File: src/rtl/spi_reg_bank.sv
// SPI-facing register bank: command byte selects read/write and start address,
// following bytes burst through seven writable registers plus a live status slot.
module spi_reg_bank #(
  parameter logic [7:0] REG_RST     = 8'h00,
  parameter logic [2:0] STATUS_ADDR = 3'd7
) (
  input  logic        sys_clk,
  input  logic        rst,
  input  logic        ss,
  input  logic [7:0]  rx_data,
  input  logic        rx_valid,
  input  logic [7:0]  status_in,
  output logic [7:0]  tx_data,
  output logic        tx_load,
  output logic [55:0] reg_out,
  output logic        wr_strobe,
  output logic        err
);

  localparam int unsigned DW   = 8;
  localparam int unsigned AW   = 3;
  localparam int unsigned NREG = 7;

  typedef enum logic [1:0] {IDLE, CMD, WRITE, READ} state_t;

  state_t          state_q, state_d;
  logic [AW-1:0]   ptr_q, ptr_d;
  logic [DW-1:0]   regs_q [NREG];
  logic [DW-1:0]   regs_d [NREG];
  logic [DW-1:0]   tx_data_q, tx_data_d;
  logic            tx_load_q, tx_load_d;
  logic            wr_strobe_q, wr_strobe_d;
  logic            err_q, err_d;
  logic [AW-1:0]   rd_addr_c;
  logic [DW-1:0]   rd_val_c;

  // Read source: the command byte carries the address, later bytes use ptr.
  always_comb begin
    rd_addr_c = (state_q == CMD) ? rx_data[AW-1:0] : ptr_q;
    rd_val_c  = '0;
    for (int i = 0; i < int'(NREG); i++) begin
      if (rd_addr_c == AW'(i)) rd_val_c = regs_q[i];
    end
    if (rd_addr_c == STATUS_ADDR) rd_val_c = status_in;
  end

  always_comb begin
    state_d     = state_q;
    ptr_d       = ptr_q;
    regs_d      = regs_q;
    tx_data_d   = tx_data_q;
    tx_load_d   = 1'b0;
    wr_strobe_d = 1'b0;
    err_d       = err_q;
    // Frame deselect wins over any byte arriving in the same cycle.
    if (!ss) begin
      state_d = IDLE;
    end else begin
      unique case (state_q)
        IDLE: begin
          state_d = CMD;
          ptr_d   = '0;
          err_d   = 1'b0;
        end
        CMD: begin
          if (rx_valid) begin
            ptr_d = rx_data[AW-1:0];
            if (rx_data[7]) begin
              state_d = WRITE;
            end else begin
              state_d   = READ;
              tx_data_d = rd_val_c;
              tx_load_d = 1'b1;
              ptr_d     = rx_data[AW-1:0] + AW'(1);
            end
          end
        end
        WRITE: begin
          if (rx_valid) begin
            if (ptr_q == STATUS_ADDR) begin
              err_d = 1'b1;
            end else begin
              for (int i = 0; i < int'(NREG); i++) begin
                if (ptr_q == AW'(i)) begin
                  regs_d[i]   = rx_data;
                  wr_strobe_d = 1'b1;
                end
              end
            end
            ptr_d = ptr_q + AW'(1);
          end
        end
        READ: begin
          if (rx_valid) begin
            tx_data_d = rd_val_c;
            tx_load_d = 1'b1;
            ptr_d     = ptr_q + AW'(1);
          end
        end
        default: state_d = IDLE;
      endcase
    end
  end

  always_ff @(posedge sys_clk or posedge rst) begin
    if (rst) begin
      state_q     <= IDLE;
      ptr_q       <= '0;
      regs_q      <= '{default: REG_RST};
      tx_data_q   <= '0;
      tx_load_q   <= 1'b0;
      wr_strobe_q <= 1'b0;
      err_q       <= 1'b0;
    end else begin
      state_q     <= state_d;
      ptr_q       <= ptr_d;
      regs_q      <= regs_d;
      tx_data_q   <= tx_data_d;
      tx_load_q   <= tx_load_d;
      wr_strobe_q <= wr_strobe_d;
      err_q       <= err_d;
    end
  end

  for (genvar g = 0; g < int'(NREG); g++) begin : g_flat
    assign reg_out[DW*g +: DW] = regs_q[g];
  end

  assign tx_data   = tx_data_q;
  assign tx_load   = tx_load_q;
  assign wr_strobe = wr_strobe_q;
  assign err       = err_q;

endmodule

File: config.mk
export PLATFORM = sky130hd
export DESIGN_NAME = spi_reg_bank
export DESIGN_NICKNAME = d
export VERILOG_FILES = /design/src/rtl/spi_reg_bank.sv
export SDC_FILE = /design/constraint.sdc
export NUM_CORES = 1
export LEC_CHECK = 0
export ABC_AREA = 1
export BUFFER_PORTS_ARGS = -buffer_cell sky130_fd_sc_hd__clkbuf_2
export CAP_MARGIN = 20
export CORE_ASPECT_RATIO = 1.5
export CORE_MARGIN = 10
export CORE_UTILIZATION = 50
export DETAILED_ROUTE_END_ITERATION = 7
export PLACE_DENSITY_LB_ADDON = 0.15
export SYNTH_ARGS = -nofsm -noshare
export SYNTH_HDL_FRONTEND = slang
export SYNTH_SLANG_ARGS = --single-unit
File: constraint.sdc
create_clock -name sys_clk -period 4.8 [get_ports sys_clk]
set_input_delay 0.72 -clock sys_clk [delete_from_list [all_inputs] [get_ports sys_clk]]
set_output_delay 0.72 -clock sys_clk [all_outputs]
set_load 0.05 [all_outputs]
Yosys cells after proc, flatten, opt, wreduce, memory -nomap -nowiden
Cells that the tools add are included.
- bitwise logic cells: 1
- add/sub/neg operators: 2
- multiplexer cells: 40
- equality and inequality tests: 25
- reductions and logical operators: 17
- operators by type and width (operator ; count):
    two-way mux 8 bit ; 11
    AND reduction 5 bit ; 8
    equality test 3 bit (second input constant) ; 8
    two-way mux 1 bit ; 18
    one-hot mux 8 bit (2 select lines) ; 1
    equality test 3 x 2 -> 1 bit (second input constant) ; 4
    two-way mux 3 bit ; 4
    != test 2 bit (second input constant) ; 5
    one-hot mux 3 bit (3 select lines) ; 1
    adder 3 x 1 -> 3 bit (second input constant) ; 2
    equality test 3 x 1 -> 1 bit (second input constant) ; 2
    zero test 3 bit ; 2
    equality test 2 bit (second input constant) ; 2
    two-way mux 2 bit ; 2
    one-hot mux 1 bit (2 select lines) ; 2
    one-hot mux 2 bit (2 select lines) ; 1
    AND reduction 4 bit ; 1
    nonzero test 2 bit ; 2
    != test 3 x 1 -> 1 bit (second input constant) ; 1
    != test 3 bit (second input constant) ; 1
    AND reduction 3 bit ; 1
    equality test 2 x 1 -> 1 bit (second input constant) ; 1
    zero test 2 bit ; 1
    != test 2 x 1 -> 1 bit (second input constant) ; 1
    3 further kinds ; 3
- register bits after elaboration: 72
- bits of input ports: 20
- word-level logic and storage cells: 98

Longest topological paths before layout
- word-level depth: 14
- gate-level depth with buffers: 12
- mapped depth without buffers: 10

Worst setup path before layout
Ideal clock, no wire load.
- path kind: register -> register
- from: reg ptr_q[0]
- to: reg regs_q (netlist bit reg_out[32])
- cell stages (with the launch flop): 8
- period minus slack after synthesis: 1.894 ns
- path slack: 2.906 ns
- arrival time: 1.764 ns
- library setup time: 0.130 ns
- cell sequence: dfrtp_1 -> ha_1 -> ha_1 -> nor4_4 -> nand3_1 -> buf_6 -> nand2_1 -> o21ai_0
- longest elaborated chain between the ends: 3
- ends and longest elaborated chain (element ; RTL line ; text):
    start, declared ; 27 ; logic [AW-1:0] ptr_q, ptr_d;
    start signal, assigned ; 116 ; ptr_q <= ptr_d;
    equality test 3 bit ; 80 ; if (ptr_q == STATUS_ADDR) begin
    inverter 1 bit (no source line) ; - ;
    AND reduction 5 bit (no source line) * ; - ;
    end signal, assigned ; 117 ; regs_q <= regs_d;
    end, declared ; 28 ; logic [DW-1:0] regs_q [NREG];
Every way passes the cells marked *; elsewhere a longest branch is shown, timed or not.
A chain may end at the register's enable or synchronous reset.

Final worst setup path
- from: reg ptr_q[0]
- to: reg regs_q (netlist bit reg_out[55])
Same word-level chain as after synthesis.

==> impl_results.md <==
- Overall global routing resource usage: 20.1%
- CP arrival: 2.57 ns
- Slew Viols, Final: 0
- Initial DRC Count: 224
- Maximum clock frequency: 434 MHz
- CTS Buf Count: 9
- Synthesized net count: 439
- Pre-antenna DRT Iters: 5
- Leak: 2.15 nW
- PwrDens: 491 nW/um^2
- Clock Tree Buf Depth: 2
- CTS Hold Buffers Added: 0
- Final Cycle Share: 48.0%
- YS warnings: 0
- Crit end category: flip-flop
- Core area: 6850 sq um
- GP Congestion: 0.934
- Vias: 3266
- Worst skew pair latency: 0.36 ns
- Detailed-route DRC error count: 0
- DRT antenna net count: 0
- Cell Rows: 37
- Final Hold Vio Count: 0
- Mapped Cells: 412
- I/O Buffers: 86
- Largest cells by area after synthesis: dfrtp_1 51%, nand2_1 12%, o21ai_0 8.4%
- Die area: 10900 sq um
- First-pass GRT wire length: 16500 um
- Post-synth top area share: 51.2%
- Die Height: 123 um
- Worst-path clk slew: 0.08 ns
- Post-Syn Area: 3520 sq um
- Total power: 2.05 mW
- RSZ-0062 raised after global routing: false
- Vias in the first global route: 3020
- Routed WL: 10700 um
- CTS-repair resized insts: 0
- Seq/Total Area, Yosys: 51.2%
- Die W: 88.5 um
- Layout cells sized above 1: 23.0%
- DPL Wire Length: 7850 um
- # Post-CTS Setup Buffers: 0
- Synth Area per Inst: 8.55 sq um
- Least-Margin Pin Slew: 0.718 ns
- Commonest non-fill, non-tap cell in the layout: nand2_1
- Count of max-cap constraint violations: 0
- Commonest non-fill, non-tap cells in the layout: 109 x nand2_1, 86 x clkbuf_2, 72 x dfrtp_1, 59 x o21ai_0, 33 x inv_1
- Worst hold slack: 0.306 ns
- Yosys top cell by area: dfrtp_1
- Num ports: 87
- FF+latch count, synth: 72
- Min Tclk post-route: 2.31 ns
- Pin count of the biggest net entering global routing: 57
- DR vias/cell: 5.66
- CP Launch Type: flip-flop
- Worst min-delay path class: in2async
- TritonCTS clock tree: built
- Root Buffer: clkbuf_8
- Status: complete, no violations
- # setup viols final: 0
- Count of cell types in the netlist: 27
- Critical Path Start: ptr_q[0]
- Maximum vdd drop: 0.394 mV
- Starting Density: 51.4%
- H-tree depth: 3
- Area Overhead vs Synth: 18.9%
- Antenna Cells: 0
- WL/cell: 18.6 um
- Initial antenna violation count: 0
- Relative slew slack: 52.1%
- WS Path Type: reg2reg
- Worst-path maximum fanout: 16
- Post-layout net count: 521
- Setup TNS: 0 ns
- Worst EP required: 5.06 ns
- Critical R2R Launch: ptr_q[0]
- Setup Skew: 0.00611 ns
- Total gr overflow: 0
- CTS Sinks: 72
==> power breakdown <==
group          internal [mW]  switching [mW]  total [mW]
Combinational          0.143           0.525       0.668
Sequential             0.695          0.0840       0.780
Clock                  0.373           0.234       0.607
Total                   1.21           0.843        2.05
==> Yosys cell counts <==
| library cell | n |
|---|---|
| nand2_1 | 109 |
| dfrtp_1 | 72 |
| o21ai_0 | 59 |
| inv_1 | 34 |
| nand4_1 | 32 |
| a21oi_1 | 23 |
| nor2_1 | 20 |
| nand3_1 | 18 |
| ha_1 | 7 |
| buf_6 | 6 |
| buf_4 | 5 |
| a22oi_1 | 3 |
| clkbuf_1 | 3 |
| nor3_1 | 3 |
| nor3_2 | 3 |
| a211oi_1 | 2 |
| buf_2 | 2 |
| nand2_2 | 2 |
| a21boi_0 | 1 |
| clkbuf_8 | 1 |
| inv_4 | 1 |
| nand2_4 | 1 |
| nor3_4 | 1 |
| nor4_4 | 1 |
| o211ai_1 | 1 |
| o21ai_1 | 1 |
| o21ai_2 | 1 |
==> worst paths after layout <==
| kind | endpoint | slack (ns) | depth (start not counted) |
|---|---|---|---|
| worst max-delay path | reg_out[55] | 2.49 | 5 |
| worst min-delay path | reg_out[36] | 0.31 | 2 |
| worst max register to register | reg_out[55] | 2.49 | 5 |
| worst min register to register | tx_data[0] | 0.48 | 2 |
| max in group asynchronous | reg_out[7] | 3.45 | 3 |
| min in group sys_clk | tx_data[0] | 0.48 | 2 |
==> flip-flops by register name (all words and copies together) (netlist names) <==
| register | count |
|---|---|
| reg_out | 56 |
| tx_data | 8 |
| ptr_q | 3 |
| state_q | 2 |
| err | 1 |
| tx_load | 1 |
| wr_strobe | 1 |
==> area by class of cell <==
| cell class | instances | area, sq um |
|---|---|---|
| Sequential cell | 72 | 1800 |
| Fill cell | 636 | 2670 |
| Clock inverter | 5 | 103 |
| Clock buffer | 11 | 151 |
| Inverter | 35 | 134 |
| Tap cell | 78 | 97.6 |
| Multi-Input combinational cell | 288 | 1450 |
| Timing Repair Buffer | 88 | 453 |
==> layer usage <==
metal / GRT usage, % / part of all wire, %
met5: 0 / 0
met4: 9.23 / 3.0
met3: 6.70 / 7.5
met2: 32.4 / 49
met1: 23.6 / 41
==> through the flow <==
stage	util, %	cells	setup slack, ns	cell area, sq um
2_1_floorplan	-	412	2.26	3520
3_3_place_gp	57.2	560	2.12	3920
3_5_place_dp	57.2	560	2.03	3920
4_1_cts	60.9	576	2.08	4170
5_1_grt	61.1	577	2.25	4190
6_report	61.1	577	2.49	4190
==> kinds of logic (layout without fill, tap and decap cells) <==
| family | count (synthesis) | in the layout | synth area share [%] |
|---|---|---|---|
| adder cells (fa/ha/maj) | 7 | 7 | 2.49 |
| AO/OA/AOI/OAI | 91 | 91 | 13.5 |
| buffers and inverters | 52 | 139 | 7.78 |
| AND/OR/NAND/NOR | 190 | 190 | 25.0 |
| flip-flops | 72 | 72 | 51.2 |
==> worst max-delay path, cell delays in order, from the launching register on <==
cell	delay [ns]
dfrtp_1	0.42
ha_1	0.23
ha_1	0.23
nor4_4	0.44
nand3_1	0.54
o21ai_0	0.35
(Power assumes the default switching activity.)
